**src/rtl/edge_pkg.sv**
```systemverilog
// Shared types and widths for the edge point extraction slice.
// Holds the coordinate width, FIFO word width and frame FSM encoding.
package edge_pkg;

    localparam int COORD_W = 12;
    localparam int PT_W    = 2 * COORD_W;

    typedef enum logic [1:0] {
        WAIT_VS = 2'd0,
        ACTIVE  = 2'd1,
        DRAIN   = 2'd2
    } state_t;

endpackage

```
**src/rtl/sync_fifo_fwft.sv**
```systemverilog
// First-word-fall-through synchronous FIFO.
// Ports: clk, rst_n, push/din (write), pop (read), dout (head word),
// empty, full. A push while full is taken only if a pop happens in the
// same cycle.
module sync_fifo_fwft #(
    parameter int DW    = 24,
    parameter int DEPTH = 64
) (
    input  logic          clk,
    input  logic          rst_n,
    input  logic          push,
    input  logic          pop,
    input  logic [DW-1:0] din,
    output logic [DW-1:0] dout,
    output logic          empty,
    output logic          full
);

    localparam int AW = $clog2(DEPTH);

    logic [DW-1:0] mem [DEPTH];
    logic [AW-1:0] wr_ptr;
    logic [AW-1:0] rd_ptr;
    logic [AW:0]   count;
    logic          wr_en;
    logic          rd_en;

    assign empty = (count == '0);
    assign full  = (count == (AW+1)'(DEPTH));
    assign rd_en = pop & ~empty;
    assign wr_en = push & (~full | rd_en);
    assign dout  = mem[rd_ptr];

    always_ff @(posedge clk) begin
        if (wr_en) begin
            mem[wr_ptr] <= din;
        end
    end

    always_ff @(posedge clk or negedge rst_n) begin
        if (!rst_n) begin
            wr_ptr <= '0;
            rd_ptr <= '0;
            count  <= '0;
        end else begin
            if (wr_en) begin
                wr_ptr <= wr_ptr + AW'(1);
            end
            if (rd_en) begin
                rd_ptr <= rd_ptr + AW'(1);
            end
            unique case ({wr_en, rd_en})
                2'b10:   count <= count + (AW+1)'(1);
                2'b01:   count <= count - (AW+1)'(1);
                default: count <= count;
            endcase
        end
    end

endmodule

```
**src/rtl/edge_point_extract.sv**
```systemverilog
// Turns binarised Sobel edge pixels inside an ROI into (x, y) points,
// queues them in a FWFT FIFO and hands them out on valid/ready.
// Inputs : clk, rst_n, sobel_de, sobel_vsync, sobel_data[7:0], pt_ready.
// Outputs: pt_valid, pt_x, pt_y (head point), frame_done (1-cycle pulse
//          once a frame's points are all popped), overflow (sticky),
//          drop_cnt (saturating count of dropped points this frame).
module edge_point_extract
    import edge_pkg::*;
#(
    parameter int H_DISP     = 640,
    parameter int V_DISP     = 480,
    parameter int ROI_Y_TOP  = 240,
    parameter int ROI_X_L    = 0,
    parameter int ROI_X_R    = 639,
    parameter int FIFO_DEPTH = 64
) (
    input  logic               clk,
    input  logic               rst_n,
    input  logic               sobel_de,
    input  logic               sobel_vsync,
    input  logic [7:0]         sobel_data,
    output logic               pt_valid,
    input  logic               pt_ready,
    output logic [COORD_W-1:0] pt_x,
    output logic [COORD_W-1:0] pt_y,
    output logic               frame_done,
    output logic               overflow,
    output logic [15:0]        drop_cnt
);

    // Columns past the end of a line never occur, so clamp the right edge.
    localparam int XR_I = (ROI_X_R < H_DISP) ? ROI_X_R : H_DISP - 1;
    localparam logic [COORD_W-1:0] X_MAX  = '1;
    localparam logic [COORD_W-1:0] Y_LAST = COORD_W'(V_DISP - 1);

    state_t             state;
    state_t             state_nxt;
    logic               pending;
    logic               pending_nxt;
    logic               stat_clr;
    logic               de_q;
    logic               vs_q;
    logic               de_fall;
    logic               vs_rise;
    logic [COORD_W-1:0] x_cnt;
    logic [COORD_W-1:0] y_cnt;
    logic               x_lo_ok;
    logic               y_ok;
    logic               x_hi_ok;
    logic               qualify;
    logic               pv_q;
    logic [PT_W-1:0]    pt_q;
    logic               pop;
    logic               drop;
    logic               fifo_empty;
    logic               fifo_full;
    logic [PT_W-1:0]    fifo_dout;
    logic               data_unused;

    assign data_unused = ^sobel_data[6:0];

    assign de_fall = de_q & ~sobel_de;
    assign vs_rise = sobel_vsync & ~vs_q;

    always_ff @(posedge clk or negedge rst_n) begin
        if (!rst_n) begin
            de_q  <= 1'b0;
            vs_q  <= 1'b0;
            x_cnt <= '0;
            y_cnt <= '0;
        end else begin
            de_q <= sobel_de;
            vs_q <= sobel_vsync;
            if (de_fall) begin
                x_cnt <= '0;
            end else if (sobel_de && x_cnt != X_MAX) begin
                x_cnt <= x_cnt + COORD_W'(1);
            end
            if (vs_rise) begin
                y_cnt <= '0;
            end else if (de_fall) begin
                y_cnt <= y_cnt + COORD_W'(1);
            end
        end
    end

    // A zero lower bound is always met; skip the compare entirely.
    if (ROI_X_L == 0) begin : g_xl_any
        assign x_lo_ok = 1'b1;
    end else begin : g_xl_cmp
        assign x_lo_ok = (x_cnt >= COORD_W'(ROI_X_L));
    end

    if (ROI_Y_TOP == 0) begin : g_yt_any
        assign y_ok = 1'b1;
    end else begin : g_yt_cmp
        assign y_ok = (y_cnt >= COORD_W'(ROI_Y_TOP));
    end

    assign x_hi_ok = (x_cnt <= COORD_W'(XR_I));
    assign qualify = sobel_de & sobel_data[7] & y_ok & x_lo_ok
                   & x_hi_ok & (state == ACTIVE);

    always_ff @(posedge clk or negedge rst_n) begin
        if (!rst_n) begin
            pv_q <= 1'b0;
            pt_q <= '0;
        end else begin
            pv_q <= qualify;
            if (qualify) begin
                pt_q <= {y_cnt, x_cnt};
            end
        end
    end

    assign pt_valid = ~fifo_empty;
    assign pop      = pt_valid & pt_ready;
    assign drop     = pv_q & fifo_full & ~pop;

    sync_fifo_fwft #(
        .DW    (PT_W),
        .DEPTH (FIFO_DEPTH)
    ) u_fifo (
        .clk   (clk),
        .rst_n (rst_n),
        .push  (pv_q),
        .pop   (pop),
        .din   (pt_q),
        .dout  (fifo_dout),
        .empty (fifo_empty),
        .full  (fifo_full)
    );

    // Unread RAM contents stay off the bus while nothing is queued.
    assign {pt_y, pt_x} = fifo_empty ? '0 : fifo_dout;

    always_comb begin
        state_nxt   = state;
        pending_nxt = pending;
        frame_done  = 1'b0;
        stat_clr    = 1'b0;
        unique case (state)
            WAIT_VS: begin
                if (vs_rise) begin
                    state_nxt = ACTIVE;
                    stat_clr  = 1'b1;
                end
            end
            ACTIVE: begin
                if (vs_rise) begin
                    state_nxt   = DRAIN;
                    pending_nxt = 1'b1;
                end else if (de_fall && y_cnt == Y_LAST) begin
                    state_nxt = DRAIN;
                end
            end
            DRAIN: begin
                if (vs_rise) begin
                    pending_nxt = 1'b1;
                end
                // Done only once the pipeline register is empty too.
                if (fifo_empty && !pv_q) begin
                    frame_done = 1'b1;
                    if (pending || vs_rise) begin
                        state_nxt   = ACTIVE;
                        pending_nxt = 1'b0;
                        stat_clr    = 1'b1;
                    end else begin
                        state_nxt = WAIT_VS;
                    end
                end
            end
            default: state_nxt = WAIT_VS;
        endcase
    end

    always_ff @(posedge clk or negedge rst_n) begin
        if (!rst_n) begin
            state    <= WAIT_VS;
            pending  <= 1'b0;
            overflow <= 1'b0;
            drop_cnt <= '0;
        end else begin
            state   <= state_nxt;
            pending <= pending_nxt;
            if (stat_clr) begin
                overflow <= 1'b0;
                drop_cnt <= '0;
            end else if (drop) begin
                overflow <= 1'b1;
                if (drop_cnt != 16'hFFFF) begin
                    drop_cnt <= drop_cnt + 16'd1;
                end
            end
        end
    end

endmodule
```
**config.mk**
```make
export PLATFORM = sky130hd
export DESIGN_NAME = edge_point_extract
export DESIGN_NICKNAME = d
export VERILOG_FILES = /design/src/rtl/edge_pkg.sv /design/src/rtl/sync_fifo_fwft.sv /design/src/rtl/edge_point_extract.sv
export SDC_FILE = /design/constraint.sdc
export NUM_CORES = 2
export LEC_CHECK = 0
export BUFFER_PORTS_ARGS = -buffer_cell sky130_fd_sc_hd__buf_2
export CORE_ASPECT_RATIO = 0.6
export CORE_MARGIN = 1
export CORE_UTILIZATION = 35
export DETAILED_ROUTE_END_ITERATION = 8
export PLACE_DENSITY = 0.53
export SETUP_SLACK_MARGIN = 0.05
export SLEW_MARGIN = 20
export SYNTH_ARGS = -nofsm -noshare
export SYNTH_HDL_FRONTEND = slang
export SYNTH_HIERARCHICAL = 1
export SYNTH_SLANG_ARGS = --single-unit
```
**constraint.sdc**
```tcl
create_clock -name clk -period 4.3 [get_ports clk]
set_input_delay 0.86 -clock clk [delete_from_list [all_inputs] [get_ports clk]]
set_output_delay 0.86 -clock clk [all_outputs]
set_load 0.1 [all_outputs]
```
### Word level (Yosys, flattened, before mapping)

Memory sizes are Yosys's and may differ from the RTL's.
Index checks and enable logic that the tools add are counted.

* register bits after elaboration: 90
* bits in latches: 0
* bits in writable memories: 1536
* memory bits (read-only): 0
* input port bits: 13
* output and inout bits: 43
* word-level logic and storage cells: 95
* memories kept: 1

* add/sub/neg operators: 7
* multipliers: 0
* divide/modulo/power cells: 0
* magnitude comparators: 2
* eq/ne operators: 11
* shifts and indexed selects: 0
* multiplexer cells: 29
* bitwise operators: 17
* reductions and logical operators: 15

Memory list
* u_fifo.mem: depth 64, bits a word 24, rd ports 1, clocked after memory_dff 0, write ports 1, RTL line sync_fifo_fwft.sv:21 `logic [DW-1:0] mem [DEPTH];`

Operators with widths (count)
* two-way mux 12 bit: 4
* two-way mux 16 bit: 3
* adder 12 x 1 -> 12 bit (second input constant): 2
* two-way mux 24 bit: 1
* adder 16 x 1 -> 16 bit (second input constant): 1
* != test 16 bit (second input constant): 1
* one-hot mux 7 bit (2 select lines): 1
* two-way mux 1 bit: 13
* adder 6 x 1 -> 6 bit (second input constant): 2
* == test 12 x 9 -> 1 bit (second input constant): 1
* greater-or-equal comparator 12 x 8 -> 1 bit (second input constant): 1
* less-or-equal comparator 12 x 10 -> 1 bit (second input constant): 1
* != test 12 bit (second input constant): 1
* nonzero test 2 bit: 6
* AND 1 bit: 11
* two-way mux 2 bit: 4
* adder 7 x 1 -> 7 bit (second input constant): 1
* == test 7 bit (second input constant): 1
* logical NOT 7 bit: 1
* subtractor 7 x 1 -> 7 bit (second input constant): 1
* one-hot mux 2 bit (3 select lines): 1
* NOT 1 bit: 5
* == test 2 x 1 -> 1 bit (second input constant): 2
* == test 2 bit (second input constant): 2
* 10 further kinds: 14

### Depth between registers and ports, before layout

* depth in word-level cells: 8
* depth in mapped cells: 14
* gate-level depth less buffers: 14

### Cells and area by module

Netlist, hierarchy kept.

Modules (own cells, without submodules)
* sync_fifo_fwft: instances 1, cells each 2729, area each 59767.3 um^2, sequential area each 46599.7 um^2
* edge_point_extract: instances 1, cells each 349, area each 3642.2 um^2, sequential area each 1776.7 um^2

### Least setup slack after synthesis

No wires, ideal clock.

* path kind: register -> output
* start point: register u_fifo.rd_ptr[0]
* end point: output port pt_x[11]
* arrival time: 3.099 ns
* data required time: 3.440 ns
* setup slack: 0.341 ns
* stages on the path, launching flop included: 10
* path buffers: 4
* cells stage by stage: dfrtp_1 -> buf_4 -> buf_2 -> nand2b_1 -> buf_2 -> buf_1 -> o221ai_1 -> a221oi_1 -> nor4_1 -> nor2b_1

* cells in the longest elaborated chain, start to end: 2

RTL lines
* from (decl): RTL line sync_fifo_fwft.sv:23 `logic [AW-1:0] rd_ptr;`
* from (signal assigned): RTL line sync_fifo_fwft.sv:50 `rd_ptr <= rd_ptr + AW'(1);`
* memory (64 x 24 bit)
* via fifo_dout[11]: RTL line edge_point_extract.sv:57 `logic [PT_W-1:0] fifo_dout;`
* two-way mux 24 bit: RTL line edge_point_extract.sv:135 `assign {pt_y, pt_x} = fifo_empty ? '0 : fifo_dout;`
* to (decl): RTL line edge_point_extract.sv:24 `output logic [COORD_W-1:0] pt_x,`

The timed path passes the listed nets, and every way through them passes these cells.

### Worst setup path after layout

* start point: register u_fifo.rd_ptr[0]
* end point: output port pt_y[6]

* cells in the longest elaborated chain, start to end: 2

RTL lines
* memory (64 x 24 bit)
* via fifo_dout[18]: RTL line edge_point_extract.sv:57
* two-way mux 24 bit: RTL line edge_point_extract.sv:135
* to (decl): RTL line edge_point_extract.sv:25 `output logic [COORD_W-1:0] pt_y,`

The timed path passes the listed nets, and every way through them passes these cells.

==> reports/metrics.yaml <==
synthesis:
  synth_ff_type: "edfxtp_1"
  synth_fa_ha_area_share_pct: 0.328
  syn_area_sq_um: 63400
  synthArstFlopShare_pct: 5.54
  yosys.area.top_type: "edfxtp_1"
  synth_nets: 3107
  synth-simple-area-share_pct: 2.68
  syn_area_per_cell_sq_um: 20.6
  synth_top_family_by_area: "multiplexers"
  synthXorXnorAreaFrac_pct: 0.262
  ys_top_cells_by_count: "edfxtp_1, mux4_2, mux2i_1"
  yosysWarnings: 6
  synth.top_cells.by_area: "edfxtp_1, mux4_2, mux2i_1"
  synthMuxAreaShare_pct: 15.5
  ys_seq_area_share_pct: 76.3
  synth_top_area_share_pct: 72.7
  synth-edff-count: 1536
  synth-seq-cells: 1626
  ys_types: 69
  synth_compound_area_share_pct: 3.38
  synthCells: 3078
  synth_most_common_cell: "edfxtp_1"
power_and_ir_drop:
  intPower_w: 0.0306
  swShare_pct: 31.1
  power_w: 0.0444
  clockPowerShare_pct: 30.5
  seqPwrFrac_pct: 39.1
  cellLeakagePower_nw: 29.2
  irDropWorstVdd_v: 0.000609
  p_switching_w: 0.0138
  cellPowerDensity_nw_per_um2: 574
  power_frac_comb_pct: 30.4
run_status:
  violations: "setup timing"
  status: "finished with violations"
cts:
  path_clk_slew_ps: 70
  clk_root_buffer_cell: "clkbuf_16"
  clock_sinks: 1626
  cts_buffers: 158
  clockBufferDepth: 4
  htreeDepth: 4
  cts_tree: "built"
  clk_latency_ps: 810
  cts_hold_buf: 0
sta:
  slew_headroom_pct: 33.9
  timing.final.crit_period_ps: 4570
  layout_setup_ws_ps: -265
  setup_viol: 24
  fin_crit_sh_pct: 106
  fmax_mhz: 219
  rsz0062_at_grt: "true"
  worst_pin_slew_ps: 992
  hold_viol: 0
  slew_violations: 0
  clock_skew_ps: 45.1
placed_design:
  port_buffers: 48
  dp_hpwl_microns: 107000
  gp_congestion: 0.834
  dpl.cell_count: 5652
  placedInstanceArea_sq_um: 69100
floorplanning:
  coreArea_sq_um: 179000
  rows: 120
  dieArea_sq_um: 183000
  initial_core_util_pct: 35.4
  io_pins: 56
  die_x_microns: 552
  fp.dieH_microns: 332
route:
  dr.pass1.iters: 5
  avgRoutedWirePerCell_microns: 30.5
  drcViolationCount: 0
  vias: 33326
  postRouteAntennaNets: 0
  vias_per_cell: 5.54
  totalWireLength_microns: 183000
  dr.first_iter.drc_count: 4179
finish:
  area_delta_synth_final_pct: 22.1
  final_nets: 3556
  finish.cell_count_without_fillers: 6013
  layout-drive-gt1-share_pct: 35.9
  fin_area_sq_um: 77400
  multi_input_area_sq_um: 16100
  register_area_sq_um: 48400
  antennaDiodeCount: 0
  fillers: 15335
worst_setup_path:
  setup.worst_path.class: "reg2out"
  r2r_cells: 13
  rr_endpoint: "u_fifo/count[6]"
  cp_cell_sequence: "buf_12 -> buf_16 -> buf_16 -> buf_6 -> buf_6 -> mux2i_2 -> o22ai_4 -> a2111oi_2 -> buf_4 -> nor4_4 -> buf_4 -> nor2b_4 -> buf_12"
  arrival_ps: 3710
  reg2reg_slack_ps: 720
  startpoint: "u_fifo/rd_ptr[0]"
  worstPathRequired_ps: 3440
  endpoint_kind: "output pin"
  endpoint: "pt_y[6]"
  slowest_stage: "dfrtp_4"
  critPathMaxStageDelay_ps: 500
  r2r-start: "u_fifo/count[0]"
  crit_path_start_kind: "flop"
  cp_max_fo: 6
global_routing:
  grt_overflow: 0
  grt_pass1_wl_microns: 257000
  grt_pass1_vias: 32010
  antenna_found_initial: 7
  grt_max_degree: 71
  grt_usage_pct: 20.0
run:
  maxCapViolations: 0
hold_path:
  min_path_type: "in2async"
==> how the worst min path moves through the flow <==
stage,endpoint,cells past startpoint
after global routing,vs_q,1
final,y_cnt[10],1
after floorplan,u_fifo/wr_ptr[2],1
after CTS,vs_q,1
after global placement,pt_q[14],1
after detailed placement,pt_q[14],1
==> cells by family (layout without fill, tap and decap cells) <==
logic type      count (synthesis)  count (layout)
simple gates                  333             333
flops                        1626            1626
fa+ha+maj                      16              16
buf+inv                       190             746
compound gates                282             282
xor+xnor                       19              19
mux                           612             612
==> per-layer routing <==
layer,share of wire [%],track usage [%]
met1,48,32.3
met2,41,26.8
met3,10,5.54
met4,1.3,3.05
met5,0,0
==> critical path, delay by kind of cell, from the launching register on <==
family,cells,cell delay [ps]
multiplexers,1,170
buffers and inverters,8,1320
AO/OA/AOI/OAI,2,340
AND/OR/NAND/NOR,2,530
flip-flops,1,500
==> through the flow <==
| step | setup slack [ps] | hold slack [ps] | util [%] | setup TNS, ps |
|---|---|---|---|---|
| final | -265 | 221 | 43.2 | -4590 |
| after global routing | -353 | 206 | 43.2 | -6850 |
| after CTS | -290 | 172 | 42.9 | -5620 |
| after detailed placement | -15.7 | 493 | 38.6 | -15.7 |
| after global placement | -70.4 | 491 | 38.6 | -70.4 |
| after floorplan | 341 | 464 | - | 0 |
==> registers in the layout, summed over array words and instances, names as in the netlist <==
name           count
pt_q              24
vs_q               1
u_fifo/mem      1536
y_cnt             12
state              2
u_fifo/rd_ptr      6
overflow           1
de_q               1
drop_cnt          16
x_cnt             12
pending            1
u_fifo/count       7
pv_q               1
u_fifo/wr_ptr      6
==> placed cells by master, fill, tap and decap left out, types with 26 or more instances in the layout <==
cell type	netlist	final
clkinv_1	0	30
dfrtp_1	90	60
dfrtp_2	0	26
o22ai_1	46	33
buf_12	0	65
clkbuf_16	0	166
nand2_1	36	35
buf_6	18	43
mux4_2	289	289
nor2_2	0	52
mux2_2	59	39
a221oi_2	0	29
mux2i_1	247	229
a21oi_1	30	28
clkbuf_1	69	28
edfxtp_1	1536	1536
o221ai_1	51	35
buf_4	19	290
nor2_1	136	61
==> power groups by stage <==
stage	sequential (W)	combinational (W)	clock [W]
after global routing	0.0174	0.0140	0.0144
after global placement	0.0177	0.0104	0
after detailed placement	0.0177	0.0104	0
after floorplan	0.0176	0.00599	0
after CTS	0.0173	0.0131	0.0138
final	0.0174	0.0135	0.0136
==> area by class of cell <==
class,instances,share of cell area [%]
Inverter,20,0.0970
Sequential cell,1626,62.5
Clock inverter,73,0.832
Timing Repair Buffer,459,6.48
Multi-Input combinational cell,1262,20.7
Clock buffer,194,5.47
Tap cell,2379,3.84
==> repair_timing <==
action | in CTS | in global routing
buffers inserted | 59 | 38
endpoints found under the setup margin | 25 | 25
resized for setup | 376 | 79
pin swaps | 37 | 31
cloned | 13 | 2
Power figures use the tool's default switching activity.
